[src/rtl/instr_queue_pkg.sv]
// Shared configuration and payload types for the multi-thread instruction queue.
package instr_queue_pkg;

    localparam int unsigned NUM_THREADS  = 2;
    localparam int unsigned THREAD_WIDTH = (NUM_THREADS > 1) ? $clog2(NUM_THREADS) : 1;
    localparam int unsigned XLEN         = 32;
    localparam int unsigned INSTR_WIDTH  = 32;
    localparam int unsigned DEPTH        = 8;
    localparam int unsigned AF_THRESH    = 2;
    localparam int unsigned CNT_WIDTH    = $clog2(DEPTH) + 1;

    // One fetched instruction as stored in a thread queue.
    typedef struct packed {
        logic [THREAD_WIDTH-1:0] thread_id;
        logic [XLEN-1:0]         pc;
        logic [INSTR_WIDTH-1:0]  instr;
    } iq_entry_t;

    // Per-thread occupancy status.
    typedef struct packed {
        logic [CNT_WIDTH-1:0] count;
        logic                 empty;
        logic                 almost_full;
    } iq_status_t;

endpackage

[src/rtl/thread_fifo.sv]
// Single-thread first-word-fall-through FIFO with synchronous flush.
// Ports: clk/rst (async active-low), push/push_data write side, pop/head
// read side (head valid whenever !empty), flush clears the queue at the
// next edge, count/empty/full/almost_full report registered occupancy.
module thread_fifo #(
    parameter int unsigned DEPTH     = 8,
    parameter int unsigned AF_THRESH = 2,
    parameter type         entry_t   = logic [31:0]
) (
    input  logic                       clk,
    input  logic                       rst,
    input  logic                       push,
    input  entry_t                     push_data,
    input  logic                       pop,
    input  logic                       flush,
    output entry_t                     head,
    output logic [$clog2(DEPTH):0]     count,
    output logic                       empty,
    output logic                       full,
    output logic                       almost_full
);

    localparam int unsigned PTR_W = $clog2(DEPTH);
    localparam int unsigned CNT_W = PTR_W + 1;

    entry_t             mem [DEPTH];
    logic [PTR_W-1:0]   wr_ptr;
    logic [PTR_W-1:0]   rd_ptr;
    logic               do_push;
    logic               do_pop;

    assign empty       = (count == '0);
    assign full        = (count == CNT_W'(DEPTH));
    assign almost_full = ((32'(DEPTH) - 32'(count)) <= AF_THRESH);
    assign head        = mem[rd_ptr];

    // Flush wins over any same-cycle push/pop.
    assign do_push = push && !full && !flush;
    assign do_pop  = pop && !empty && !flush;

    // Storage carries no reset; contents are meaningless until written.
    always_ff @(posedge clk) begin
        if (do_push) begin
            mem[wr_ptr] <= push_data;
        end
    end

    // Pointer and occupancy bookkeeping.
    always_ff @(posedge clk or negedge rst) begin
        if (!rst) begin
            wr_ptr <= '0;
            rd_ptr <= '0;
            count  <= '0;
        end else if (flush) begin
            wr_ptr <= '0;
            rd_ptr <= '0;
            count  <= '0;
        end else begin
            if (do_push) begin
                wr_ptr <= wr_ptr + PTR_W'(1);
            end
            if (do_pop) begin
                rd_ptr <= rd_ptr + PTR_W'(1);
            end
            case ({do_push, do_pop})
                2'b10:   count <= count + CNT_W'(1);
                2'b01:   count <= count - CNT_W'(1);
                default: count <= count;
            endcase
        end
    end

endmodule

[src/rtl/instr_queue.sv]
// Multi-thread instruction buffer between fetch and decode.
// One FWFT queue per hardware thread; fetch entries are demuxed by thread id,
// one entry per cycle is offered to decode chosen round-robin among non-empty,
// non-flushing threads. Ports: fetch_* write side with per-thread
// fetch_ready_o/almost_full_o backpressure, flush_i per-thread redirect,
// issue_* / decode_ack_i / stall_i read side, empty_o and packed count_o status.
// Configuration (thread count, widths, depth, threshold) lives in instr_queue_pkg.
module instr_queue
    import instr_queue_pkg::*;
(
    input  logic                            clk,
    input  logic                            rst,
    input  logic                            fetch_valid_i,
    input  logic [THREAD_WIDTH-1:0]         fetch_thread_i,
    input  logic [XLEN-1:0]                 fetch_pc_i,
    input  logic [INSTR_WIDTH-1:0]          fetch_instr_i,
    output logic [NUM_THREADS-1:0]          fetch_ready_o,
    output logic [NUM_THREADS-1:0]          almost_full_o,
    input  logic [NUM_THREADS-1:0]          flush_i,
    input  logic                            stall_i,
    output logic                            issue_valid_o,
    output logic [THREAD_WIDTH-1:0]         issue_thread_o,
    output logic [XLEN-1:0]                 issue_pc_o,
    output logic [INSTR_WIDTH-1:0]          issue_instr_o,
    input  logic                            decode_ack_i,
    output logic [NUM_THREADS-1:0]          empty_o,
    output logic [NUM_THREADS*CNT_WIDTH-1:0] count_o
);

    iq_entry_t                 fetch_entry;
    iq_entry_t                 head [NUM_THREADS];
    iq_entry_t                 sel_entry;
    iq_status_t                status [NUM_THREADS];
    logic [NUM_THREADS-1:0]    full;
    logic [NUM_THREADS-1:0]    push_en;
    logic [NUM_THREADS-1:0]    pop_en;
    logic [NUM_THREADS-1:0]    eligible;
    logic [THREAD_WIDTH-1:0]   rr_ptr;
    logic [THREAD_WIDTH-1:0]   sel;
    logic                      any_eligible;
    logic                      issue_pop;

    assign fetch_entry = '{thread_id: fetch_thread_i, pc: fetch_pc_i, instr: fetch_instr_i};

    // Per-thread queues plus push demux and status fan-out.
    for (genvar t = 0; t < NUM_THREADS; t++) begin : g_thread
        // Out-of-range thread ids never match, so such pushes are dropped.
        assign push_en[t] = fetch_valid_i && (32'(fetch_thread_i) == t) &&
                            !full[t] && !flush_i[t];
        assign pop_en[t]  = issue_pop && (32'(sel) == t);
        assign eligible[t] = !status[t].empty && !flush_i[t];

        thread_fifo #(
            .DEPTH     (DEPTH),
            .AF_THRESH (AF_THRESH),
            .entry_t   (iq_entry_t)
        ) u_fifo (
            .clk         (clk),
            .rst         (rst),
            .push        (push_en[t]),
            .push_data   (fetch_entry),
            .pop         (pop_en[t]),
            .flush       (flush_i[t]),
            .head        (head[t]),
            .count       (status[t].count),
            .empty       (status[t].empty),
            .full        (full[t]),
            .almost_full (status[t].almost_full)
        );

        assign fetch_ready_o[t] = !full[t];
        assign almost_full_o[t] = status[t].almost_full;
        assign empty_o[t]       = status[t].empty;
        assign count_o[t*CNT_WIDTH +: CNT_WIDTH] = status[t].count;
    end

    // Round-robin pick: first eligible thread at or after rr_ptr, with wrap.
    always_comb begin
        logic [THREAD_WIDTH-1:0] cand;
        sel          = '0;
        any_eligible = 1'b0;
        cand         = '0;
        for (int unsigned k = 0; k < NUM_THREADS; k++) begin
            cand = THREAD_WIDTH'((32'(rr_ptr) + k) % NUM_THREADS);
            if (!any_eligible && eligible[cand]) begin
                any_eligible = 1'b1;
                sel          = cand;
            end
        end
    end

    assign issue_valid_o = any_eligible && !stall_i;
    assign issue_pop     = issue_valid_o && decode_ack_i;
    assign sel_entry     = head[sel];

    // Data is forced to zero when nothing is offered so it never shows
    // uninitialised storage.
    assign issue_thread_o = issue_valid_o ? sel_entry.thread_id : '0;
    assign issue_pc_o     = issue_valid_o ? sel_entry.pc        : '0;
    assign issue_instr_o  = issue_valid_o ? sel_entry.instr     : '0;

    // Round-robin pointer advances past the thread that was just consumed.
    always_ff @(posedge clk or negedge rst) begin
        if (!rst) begin
            rr_ptr <= '0;
        end else if (issue_pop) begin
            rr_ptr <= THREAD_WIDTH'((32'(sel) + 32'd1) % NUM_THREADS);
        end
    end

endmodule

[config.mk]
export PLATFORM = sky130hd
export DESIGN_NAME = instr_queue
export DESIGN_NICKNAME = d
export VERILOG_FILES = /design/src/rtl/instr_queue_pkg.sv /design/src/rtl/thread_fifo.sv /design/src/rtl/instr_queue.sv
export SDC_FILE = /design/constraint.sdc
export NUM_CORES = 1
export LEC_CHECK = 0
export CAP_MARGIN = 25
export CORE_UTILIZATION = 45
export CTS_BUF_LIST = sky130_fd_sc_hd__clkbuf_16
export CTS_CLUSTER_SIZE = 40
export DETAILED_ROUTE_END_ITERATION = 16
export HOLD_SLACK_MARGIN = 0.15
export PLACE_DENSITY = 0.62
export SLEW_MARGIN = 40
export SYNTH_ARGS = -nofsm -noshare
export SYNTH_HDL_FRONTEND = slang
export SYNTH_SLANG_ARGS = --single-unit
[constraint.sdc]
create_clock -name clk -period 10.5 [get_ports clk]
set_input_delay 2.1 -clock clk [delete_from_list [all_inputs] [get_ports clk]]
set_output_delay 2.1 -clock clk [all_outputs]
set_load 0.01 [all_outputs]
### Yosys cells after proc, flatten, opt, wreduce, memory -nomap -nowiden

Memories as Yosys holds them, arrays and structs flattened.
Cells that the tools add are included.

* bits in registers: 21
* latch bits: 0
* RAM bits: 1040
* ROM bits: 0
* input bits: 72
* output and inout port bits: 80
* word-level logic and storage cells: 102
* memories: 2

* add/subtract/negate cells: 12
* $mul: 0
* div/mod/pow operators: 0
* $lt $le $gt $ge: 5
* eq/ne operators: 6
* shift-type cells: 0
* mux-type cells: 30
* bitwise logic cells: 3
* reductions and logical operators: 37

Memories
* g_thread[0].u_fifo.mem: words 8, bits a word 65, rd ports 1, clocked after Yosys merged registers in 0, wr ports 1, RTL line thread_fifo.sv:26 `entry_t mem [DEPTH];`
* g_thread[1].u_fifo.mem: words 8, bits a word 65, rd ports 1, clocked after Yosys merged registers in 0, wr ports 1, RTL line thread_fifo.sv:26

Operators by type and width (count)
* $mux 65: 3
* $le 32x2->1 const B: 2
* $mux 32: 2
* $mux 3: 8
* $logic_and 1x1->1: 21
* $pmux 4 s2: 2
* $mux 1: 13
* $add 3x1->3 const B: 4
* $sub 4x4->5 const A: 2
* $add 4x1->4 const B: 2
* $eq 4x4->1 const B: 2
* $logic_not 1->1: 8
* $logic_not 4->1: 2
* $mux 4: 2
* $reduce_bool 2->1: 4
* $sub 4x1->4 const B: 2
* $reduce_bool 3->1: 2
* $eq 2x1->1 const B: 2
* $eq 2x2->1 const B: 2
* $lt 1x2->1 const B: 2
* $add 1x1->1 const B: 2
* $ge 2x2->1 const B: 1
* $not 1->1: 2
* $not 1->2: 1

### Longest topological paths before layout

Gate-level depths: netlist (run 1).

* word-level depth: 17
* mapped depth: 12
* mapped depth without buffers: 12

### Modules after synthesis

Synthesis (run 1) repeated with hierarchy kept, for this count alone.

* cells, all modules: 1934
* area, all modules: 41836.4 µm²

By module, submodules not included
* thread_fifo at g_thread[0].u_fifo: times used 1, cells an instance 842, area each 20280.7 µm²
* thread_fifo at g_thread[1].u_fifo: times used 1, cells an instance 842, area each 20279.4 µm²
* instr_queue: times used 1, cells an instance 250, area each 1276.2 µm²

### Least setup slack after synthesis (run 1)

Ideal clock, no wire load.

* path kind: input port to flip-flop
* start point: input flush_i[1]
* end point: memory g_thread[1].u_fifo.mem[2][0] in the netlist's numbering (enable)
* setup time: 0.671 ns
* arrival time: 9.166 ns
* required time: 9.829 ns
* setup slack: 0.662 ns
* stages on the path: 2
* path through: nand4b_1 > nor4b_1

* longest elaborated chain between the ends: 6

RTL lines
* from (decl): RTL line instr_queue.sv:19 `input logic [NUM_THREADS-1:0] flush_i,`
* $logic_not 1->1 (*): RTL line thread_fifo.sv:38, instr_queue.sv:49
* $logic_and 1x1->1: RTL line instr_queue.sv:49 `!full[t] && !flush_i[t];`
* $logic_and 1x1->1: RTL line thread_fifo.sv:38 `assign do_push = push && !full && !flush;`
* $logic_and 1x1->1 (*): RTL line thread_fifo.sv:38
* $mux 1 (*): RTL line thread_fifo.sv:43 `if (do_push) begin`
* $mux 1 (not written as such) (*): RTL line thread_fifo.sv:44 `mem[wr_ptr] <= push_data;`
* to (decl): RTL line thread_fifo.sv:26

Mark *: on every way between the ends. The rest lies on a longest branch, timed or not.

### Worst setup path in the final report (run 1)

* start point: input flush_i[0]
* end point: output issue_instr_o[5]

* longest elaborated chain between the ends: 13
* elaborated cells on any way between the ends: 18
* those cells by class: mux: 12; bitwise: 1; reduce/logical: 5

RTL lines
* $logic_not 1->1 (*): RTL line instr_queue.sv:51 `assign eligible[t] = !status[t].empty && !flush_i[t];`
* $logic_and 1x1->1 (*): RTL line instr_queue.sv:51
* $mux 1 (not written as such) (2 in series): RTL line instr_queue.sv:85 `if (!any_eligible && eligible[cand]) begin`
* $mux 1: RTL line instr_queue.sv:85
* $logic_not 1->1: RTL line instr_queue.sv:85
* $logic_and 1x1->1: RTL line instr_queue.sv:85
* $mux 1: RTL line instr_queue.sv:85
* $not 1->2 (not written as such): RTL line instr_queue.sv:94 `assign sel_entry = head[sel];`
* $mux 65 (not written as such) (3 in series): RTL line instr_queue.sv:94
* $mux 32 (*): RTL line instr_queue.sv:100 `assign issue_instr_o = issue_valid_o ? sel_entry.instr : '0;`
* to (decl): RTL line instr_queue.sv:24 `output logic [INSTR_WIDTH-1:0] issue_instr_o,`

Mark *: on every way between the ends. The rest lies on a longest branch, timed or not. The select of a mux whose other input is x is not followed.

==> impl_metrics.json, run 1 <==
{
  "viasPerCell": 5.76,
  "core_area_mm2": 0.0900,
  "die_width_um": 303,
  "ios": 152,
  "cts_tree": "yes",
  "setup_violations": 0,
  "synth_edf_count": 1040,
  "worst-setup-path-type": "input pin to output port",
  "cts_sinks": 1061,
  "setup_tns_ps": 0,
  "finalClockSkew_ps": 15.1,
  "worstPathRequired_ps": 8400,
  "whs_ps": 510,
  "yosys.area.top_type_share_pct": 76.4,
  "wl_per_cell_um": 27.6,
  "ctsLongestPathBuffers": 3,
  "synth-seq-cells": 1061,
  "vias": 18700,
  "portBuffers": 151,
  "fmax_mhz": 138,
  "max-vdd-ir-drop_mv": 0.145,
  "cts_setup_buffers": 0,
  "p_leak_nw": 14.2,
  "crit_path_max_fanout": 39,
  "drtPass1Iterations": 7,
  "power_frac_comb_pct": 5.8,
  "sw_frac_of_total_pct": 20.8,
  "routed_wl_mm": 89.6,
  "crit_top_cell": "clkdlybuf4s50_1",
  "final_util_pct": 52.5,
  "hold_path.class": "flip-flop to flip-flop",
  "die_height_um": 303,
  "syn_area_mm2": 0.0409,
  "clk_pin_slew_worst_paths_ps": 60,
  "grt_setup_unrepaired": "false",
  "yosysWarnings": 0,
  "layout.nets": 2069,
  "final-hold-violation-count": 0,
  "synth_cells": 1780,
  "cts_buffers": 105,
  "cts_resized": 0,
  "crit_slowest_cell": "clkdlybuf4s50_1",
  "drive_above_1_share_pct": 23.1,
  "path_cells": "clkdlybuf4s50_1 > clkinv_1 > a311oi_4 > nand2b_4 > buf_12 > o22ai_1 > clkdlybuf4s50_1",
  "synth.most_common_cell": "edfxtp_1",
  "postCtsHoldBufs": 0,
  "crit_path_max_incr_delay_ps": 730,
  "grt_remaining_overflow": 0,
  "fin_crit_sh_pct": 69.2,
  "worst_pin_slew_ps": 846,
  "first_iter_violations": 1479,
  "synth.area.top_cells": "edfxtp_1 (76%), mux4_2 (14%), mux2i_1 (3.2%)",
  "grt_use_total_pct": 19.9,
  "cts.htree.levels": 3,
  "antenna_found_initial": 9,
  "max_slew_margin_pct": 43.6,
  "p_clk_share_pct": 40.2,
  "cp-start-kind": "input pin",
  "start_util_pct": 45.4,
  "cp-end-kind": "output port",
  "die-area_mm2": 0.0920,
  "drv_cap": 0,
  "syn_nets": 1866,
  "grt_pass1_vias": 19700,
  "cts_root_buffer": "clkbuf_16",
  "yosys.area.top_type": "edfxtp_1",
  "outcome": "finished, final reports clean",
  "intPower_mw": 6.91,
  "finalPower_mw": 8.72,
  "synth_cell_types": 49,
  "slew_violations": 0,
  "gp_congestion": 0.734,
  "rows": 110,
  "finalCriticalPeriod_ps": 7270,
  "grt_max_degree": 91,
  "yosys-top-cells-count": "edfxtp_1 (1,040), mux4_2 (260), mux2i_1 (131)",
  "drcViolationCount": 0,
  "grt_first_pass_wirelength_mm": 132,
  "p_per_area_mw_per_mm2": 184,
  "power_frac_seq_pct": 54.0,
  "syn_to_final_growth_pct": 15.8,
  "clock_latency_ps": 660,
  "ys_seq_area_share_pct": 77.7,
  "syn_avg_cell_area_um2": 23.0,
  "ant_nets": 0,
  "ys_async_sr_fraction_pct": 1.98,
  "dp_hpwl_mm": 48.1,
  "p_sw_mw": 1.81,
  "cp_data_arrival_time_ps": 5170,
  "ys.flop_type": "edfxtp_1"
}
[power groups by stage]
| stage | clock network, mW | logic, mW | registers (mW) |
|---|---|---|---|
| 5_1_grt | 3.73 | 0.552 | 4.71 |
| 3_5_place_dp | 0 | 0.518 | 4.80 |
| 2_1_floorplan | 0 | 0.290 | 4.79 |
| 6_report | 3.50 | 0.508 | 4.71 |
| 4_1_cts | 3.57 | 0.519 | 4.71 |
| 3_3_place_gp | 0 | 0.489 | 4.81 |
[layer usage]
layer | vias up | GRT usage, % | part of all wire [%]
li1 | 7990 | - | -
met2 | 470 | 33.7 | 51
met3 | 138 | 3.12 | 4.6
met4 | 12 | 5.86 | 2.4
met5 | - | 0 | 0.083
met1 | 10100 | 26.7 | 42
[cell usage in the layout, fill, tap and decap left out, drive strengths merged, types with 5 or more instances in the layout]
cell              n
dfrtp            21
nand2            18
mux2i           131
mux4            260
buf              50
edfxtp         1040
a21oi             8
clkdlybuf4s50   150
o22ai            65
xnor2            10
o211ai            6
xor2              5
inv              41
nor3              5
nand3             9
bufinv            7
clkinv           49
ha               12
clkbuf          105
nor2             23
nand2b            5
[cells by family after synthesis]
family | synth area share (%)
DFF | 77.7
AOI/OAI and AO/OA | 1.63
adders and majority gates | 0.466
and+or+nand+nor | 1.06
muxes | 17.6
xor gates and xnor gates | 0.322
buffers and inverters | 1.22
[path summary, 6_finish.rpt]
kind	startpoint	end	slack [ps]	cells past startpoint
worst max-delay path	flush_i[0]	issue_instr_o[5]	3230	7
worst max register to register	g_thread[1].u_fifo.count[0]$_DFFE_PN0P_	g_thread[1].u_fifo.mem[5][55]$_DFFE_PP_	7050	8
min in group asynchronous	rst	g_thread[0].u_fifo.count[0]$_DFFE_PN0P_	1420	1
max in group asynchronous	rst	g_thread[1].u_fifo.rd_ptr[0]$_DFFE_PN0P_	8670	1
worst min-delay path	rr_ptr$_DFFE_PN0N_	rr_ptr$_DFFE_PN0N_	510	2
worst min register to register	rr_ptr$_DFFE_PN0N_	rr_ptr$_DFFE_PN0N_	510	2
[cell type report]
| type | instances | area, um^2 |
|---|---|---|
| sequential | 1061 | 31800 |
| fill | 6935 | 42700 |
| tap | 1176 | 1470 |
| multi-input combinational | 602 | 8710 |
| clock inverter | 86 | 591 |
| inverter | 13 | 48.8 |
| clock buffer | 105 | 2630 |
| timing repair buffer | 200 | 2060 |
| antenna | 1 | 2.50 |
[metrics by stage]
stage	setup slack (ps)	area, um^2	std cells
2_1_floorplan	662	40900	1780
3_3_place_gp	3160	43800	3043
3_5_place_dp	3250	44000	3051
4_1_cts	3240	47300	3242
5_1_grt	3040	47300	3244
6_report	3230	47300	3244
[flip-flops by register name (all words and copies together), names as in the netlist]
register / count
g_thread.u_fifo.rd_ptr: 6
g_thread.u_fifo.wr_ptr: 6
rr_ptr: 1
g_thread.u_fifo.count: 8
g_thread.u_fifo.mem: 1040
[critical path, delay by kind of cell]
| kind | cells | cell delay [ps] |
|---|---|---|
| buffers and inverters | 4 | 1980 |
| AOI/OAI and AO/OA | 2 | 670 |
| and+or+nand+nor | 1 | 330 |
(Power assumes the default switching activity.)
==> inputs of run 2 (changes only) <==
==> constraint.sdc (replaced) <==
create_clock -name clk -period 7.1 [get_ports clk]
set_input_delay 1.42 -clock clk [delete_from_list [all_inputs] [get_ports clk]]
set_output_delay 1.42 -clock clk [all_outputs]
set_load 0.01 [all_outputs]
==> impl_metrics.json, run 2 (synthesis results as in run 1) <==
{
  "finalCriticalPeriod_ps": 5960,
  "cts.htree.levels": 3,
  "cp_data_arrival_time_ps": 4540,
  "grt_max_degree": 66,
  "cts_sinks": 1061,
  "cp-start-kind": "input pin",
  "wl_per_cell_um": 27.8,
  "slew_violations": 0,
  "p_leak_nw": 14.3,
  "cp-end-kind": "output port",
  "finalPower_mw": 12.9,
  "grt_remaining_overflow": 0,
  "cts_setup_buffers": 0,
  "max_slew_margin_pct": 43.7,
  "r2r-start": "g_thread[0].u_fifo.count[0]$_DFFE_PN0P_",
  "pre_cts_slack_ps": 1190,
  "cts_buffers": 106,
  "rows": 110,
  "crit_top_cell": "clkdlybuf4s50_1",
  "mostFrequentLayoutCells": "edfxtp_1 (1,040), mux4_2 (260), clkdlybuf4s50_1 (150)",
  "fin_cells": 3256,
  "path_delay_family": "buffers and inverters",
  "fin_crit_sh_pct": 83.9,
  "gp_congestion": 0.736,
  "crit_path_max_fanout": 39,
  "path_cells": "clkdlybuf4s50_1 > clkinv_1 > a311oi_4 > nand2b_4 > buf_12 > o22ai_1 > clkdlybuf4s50_1",
  "cts_tree": "yes",
  "syn_to_final_growth_pct": 16.1,
  "r2r_end": "g_thread[0].u_fifo.mem[7][9]$_DFFE_PP_",
  "antenna_found_initial": 7,
  "ios": 152,
  "max-vdd-ir-drop_mv": 0.209,
  "postCtsHoldBufs": 0,
  "endpoint": "issue_instr_o[2]",
  "dp.cells": 3061,
  "worst-path-buf-inv": 4,
  "ctsLongestPathBuffers": 3,
  "grt_first_pass_wirelength_mm": 133,
  "largest_register": "g_thread.u_fifo.mem",
  "worst-setup-path-type": "input pin to output port",
  "drtPass1Iterations": 5,
  "worst_pin_slew_ps": 845,
  "core_area_mm2": 0.0900,
  "clk_pin_slew_worst_paths_ps": 60,
  "die-area_mm2": 0.0920,
  "largest_reg_flops": 1040,
  "r2r_slack_ps": 3580,
  "critPathLaunch": "flush_i[0]",
  "grt_setup_unrepaired": "false",
  "start_util_pct": 45.4,
  "drcViolationCount": 0,
  "ant_nets": 0,
  "p_per_area_mw_per_mm2": 271,
  "grt_pass1_vias": 19700,
  "final_common_cell": "edfxtp_1",
  "finalClockSkew_ps": 23.1,
  "crit_path_max_incr_delay_ps": 760,
  "critical_path_depth": 7,
  "vias": 18700,
  "portBuffers": 151,
  "cts_root_buffer": "clkbuf_16",
  "routed_wl_mm": 90.5,
  "whs_ps": 537,
  "cts_resized": 0,
  "layout.nets": 2079,
  "dp_hpwl_mm": 50.3,
  "top_regs": "g_thread.u_fifo.mem (1040), g_thread.u_fifo.count (8)",
  "clock_latency_ps": 660,
  "crit_slowest_cell": "clkdlybuf4s50_1",
  "worstPathRequired_ps": 5680,
  "multi_input_area_mm2": 0.00875,
  "seq_area_mm2": 0.0318,
  "drv_cap": 0,
  "reg2reg_depth": 7,
  "grt_use_total_pct": 20.1,
  "fmax_mhz": 168,
  "setup_violations": 0,
  "drive_above_1_share_pct": 23.4,
  "die_height_um": 303,
  "first_iter_violations": 1663,
  "hold_path.class": "flip-flop to flip-flop",
  "die_width_um": 303,
  "nFillCells": 6925,
  "final-hold-violation-count": 0,
  "fin_ws_ps": 1140,
  "outcome": "finished, final reports clean",
  "viasPerCell": 5.74
}
## run 2: cell count changes in the layout (fill, tap and decap cells not counted), sizes merged
cell,before,now
clkbuf,105,106
buf,50,59
clkinv,49,45
bufinv,7,5
inv,41,48
clkinvlp,2,3
## run 2: worst min-delay path by stage
stage	cells after the start	end	startpoint	slack [ps]
2_1_floorplan	2	rr_ptr$_DFFE_PN0N_	rr_ptr$_DFFE_PN0N_	460
3_3_place_gp	2	rr_ptr$_DFFE_PN0N_	rr_ptr$_DFFE_PN0N_	490
3_5_place_dp	2	rr_ptr$_DFFE_PN0N_	rr_ptr$_DFFE_PN0N_	540
4_1_cts	2	rr_ptr$_DFFE_PN0N_	rr_ptr$_DFFE_PN0N_	560
5_1_grt	2	rr_ptr$_DFFE_PN0N_	rr_ptr$_DFFE_PN0N_	570
6_report	2	rr_ptr$_DFFE_PN0N_	rr_ptr$_DFFE_PN0N_	540
## run 2: worst register-to-register path, stage by stage (launching register included)
cell      delay (ps)
dfrtp_1          510
inv_1            110
ha_1             250
nand3b_1         150
and2_1           350
nand3_1          410
nor2_4           750
buf_4            570
## run 2: area by class of cell
type                            instances  area share, %
Clock inverter                         88           1.17
Antenna cell                            1        0.00527
Clock buffer                          106           5.59
Tap cell                             1176           3.10
Sequential cell                      1061           67.0
Timing Repair Buffer                  209           4.61
Inverter                               13          0.103
Multi-Input combinational cell        602           18.4
## run 2: metal layers
metal | up-vias | wire length, um | GRT usage, %
met5 | - | 77 | 0
met4 | 12 | 1920 | 4.92
met3 | 146 | 4600 | 3.73
met2 | 485 | 45400 | 33.5
met1 | 10000 | 38500 | 27.4
li1 | 8000 | - | -
## run 2: per-stage QoR
stage / TNS [ps] / area (um^2) / utilization [%]
finish: 0 / 47400 / 52.7
detailed placement: 0 / 44200 / 49.1
global route: 0 / 47400 / 52.7
floorplan: -37400 / 40900 / -
global placement: 0 / 44000 / 48.9
CTS: 0 / 47400 / 52.7
## run 2: report_power, final
part	leakage (nW)	internal, mW	switching, mW
clock	1.69	2.88	2.27
sequential	9.64	6.93	0.0374
combinational	2.97	0.359	0.394
==> inputs of run 3 (changes only) <==
--- a/config.mk
+++ b/config.mk
@@ -11,7 +11,7 @@
 export CTS_CLUSTER_SIZE = 40
 export DETAILED_ROUTE_END_ITERATION = 16
 export HOLD_SLACK_MARGIN = 0.15
-export PLACE_DENSITY = 0.62
+export PLACE_DENSITY = 0.64
 export SLEW_MARGIN = 40
 export SYNTH_ARGS = -nofsm -noshare
 export SYNTH_HDL_FRONTEND = slang
==> constraint.sdc (replaced) <==
create_clock -name clk -period 4.8 [get_ports clk]
set_input_delay 0.96 -clock clk [delete_from_list [all_inputs] [get_ports clk]]
set_output_delay 0.96 -clock clk [all_outputs]
set_load 0.01 [all_outputs]
==> impl_metrics.json, run 3 (synthesis results as in run 1) <==
{
  "viasPerCell": 5.74,
  "cp_data_arrival_time_ps": 3570,
  "ios": 152,
  "cts_tree": "yes",
  "portBuffers": 151,
  "drv_cap": 0,
  "grt_remaining_overflow": 0,
  "antenna_found_initial": 5,
  "gp_congestion": 0.762,
  "finalClockSkew_ps": 29.7,
  "sw_frac_of_total_pct": 20.4,
  "grt_first_pass_wirelength_mm": 129,
  "path_cells": "inv_1 > ha_1 > or3b_4 > a311oi_4 > nand2b_4 > buf_12 > o22ai_1 > clkdlybuf4s50_1",
  "r2r_end": "g_thread[1].u_fifo.count[3]$_DFFE_PN0P_",
  "pre_cts_slack_ps": 408,
  "multi_input_area_mm2": 0.00875,
  "endpoint": "issue_instr_o[11]",
  "syn_to_final_growth_pct": 17.3,
  "setup_violations": 0,
  "worst_pin_slew_ps": 721,
  "layout.nets": 2075,
  "fmax_mhz": 221,
  "fin_ws_ps": 273,
  "fin_cells": 3256,
  "final_common_cell": "edfxtp_1",
  "p_leak_nw": 14.4,
  "die_width_um": 303,
  "r2r_slack_ps": 1400,
  "r2r-start": "g_thread[0].u_fifo.count[0]$_DFFE_PN0P_",
  "max-vdd-ir-drop_mv": 0.265,
  "start_util_pct": 45.4,
  "slew_violations": 0,
  "power_frac_seq_pct": 52.0,
  "final-hold-violation-count": 0,
  "top_regs": "g_thread.u_fifo.mem (1040), g_thread.u_fifo.count (8)",
  "die_height_um": 303,
  "finalCriticalPeriod_ps": 4530,
  "grt_setup_unrepaired": "false",
  "clock_latency_ps": 670,
  "routed_wl_mm": 87.6,
  "intPower_mw": 15.8,
  "drive_above_1_share_pct": 23.9,
  "cts_buffers": 107,
  "grt_use_total_pct": 19.5,
  "dp_hpwl_mm": 46.4,
  "finalPower_mw": 19.8,
  "ctsLongestPathBuffers": 3,
  "clk_pin_slew_worst_paths_ps": 60,
  "core_area_mm2": 0.0900,
  "max_slew_margin_pct": 51.9,
  "power_frac_comb_pct": 5.7,
  "drtPass1Iterations": 5,
  "nFillCells": 6816,
  "worst-setup-path-type": "flip-flop to output port",
  "cp-start-kind": "flip-flop",
  "first_iter_violations": 1387,
  "postCtsHoldBufs": 0,
  "ant_nets": 0,
  "p_per_area_mw_per_mm2": 414,
  "cp-end-kind": "output port",
  "p_sw_mw": 4.04,
  "hold_path.class": "input pin to asynchronous set/reset pin",
  "crit_slowest_cell": "clkdlybuf4s50_1",
  "fin_crit_sh_pct": 94.3,
  "reg2reg_depth": 12,
  "cts.htree.levels": 3,
  "mostFrequentLayoutCells": "edfxtp_1 (1,040), mux4_2 (260), clkdlybuf4s50_1 (150)",
  "largest_reg_flops": 1040,
  "crit_path_max_fanout": 65,
  "drcViolationCount": 0,
  "critPathLaunch": "g_thread[0].u_fifo.count[0]$_DFFE_PN0P_",
  "rows": 110,
  "wl_per_cell_um": 26.9,
  "cts_root_buffer": "clkbuf_16",
  "dp.cells": 3056,
  "die-area_mm2": 0.0920,
  "cts_setup_buffers": 0,
  "crit_path_max_incr_delay_ps": 570,
  "worstPathRequired_ps": 3840,
  "largest_register": "g_thread.u_fifo.mem",
  "seq_area_mm2": 0.0318,
  "outcome": "finished, final reports clean",
  "grt_pass1_vias": 19800,
  "cts_sinks": 1061,
  "vias": 18700,
  "grt_max_degree": 66,
  "cts_resized": 0,
  "p_clk_share_pct": 42.3
}
[run 3: stage by stage]
step,util (%),cell area (um^2),TNS [ps],hold WS (ps)
final,53.2,47900,0,260
after CTS,53.2,47900,0,232
after global routing,53.2,47900,0,263
after global placement,49.2,44300,0,488
after floorplan,-,40900,-629580,462
after detailed placement,49.2,44300,0,525
[run 3: area by class of cell]
cell class,count,share of cell area [%]
Clock buffer,110,5.75
Multi-Input combinational cell,602,18.3
Tap cell,1176,3.07
Clock inverter,87,1.73
Inverter,13,0.102
Timing Repair Buffer,204,4.73
Antenna cell,3,0.0157
Sequential cell,1061,66.3
[run 3: routing by layer]
layer	track usage, %	part of all wire [%]
met1	26.2	41
met2	32.5	50
met3	3.52	5.7
met4	6.00	2.6
met5	0	0.031
[run 3: worst min-delay path by stage]
stage	start	endpoint	slack, ps
6_report	rst	g_thread[0].u_fifo.count[1]$_DFFE_PN0P_	260
5_1_grt	rst	rr_ptr$_DFFE_PN0N_	260
4_1_cts	rst	g_thread[0].u_fifo.count[1]$_DFFE_PN0P_	230
3_5_place_dp	rr_ptr$_DFFE_PN0N_	rr_ptr$_DFFE_PN0N_	520
3_3_place_gp	rr_ptr$_DFFE_PN0N_	rr_ptr$_DFFE_PN0N_	490
2_1_floorplan	rr_ptr$_DFFE_PN0N_	rr_ptr$_DFFE_PN0N_	460
[run 3: critical path: cells and delay by family (launching register included)]
kind                       cells  cell delay, ps
AOI/OAI and AO/OA              2             660
adders and majority gates      1             210
buffers and inverters          3             910
DFF                            1             480
and+or+nand+nor                2             520
[run 3: power groups by stage]
stage                     sequential (mW)  clock [mW]  combinational (mW)
after global placement               10.5           0                1.12
after floorplan                      10.5           0               0.636
after CTS                            10.3        8.56                1.15
final                                10.3        8.40                1.13
after global routing                 10.3        8.91                1.22
after detailed placement             10.5           0                1.14
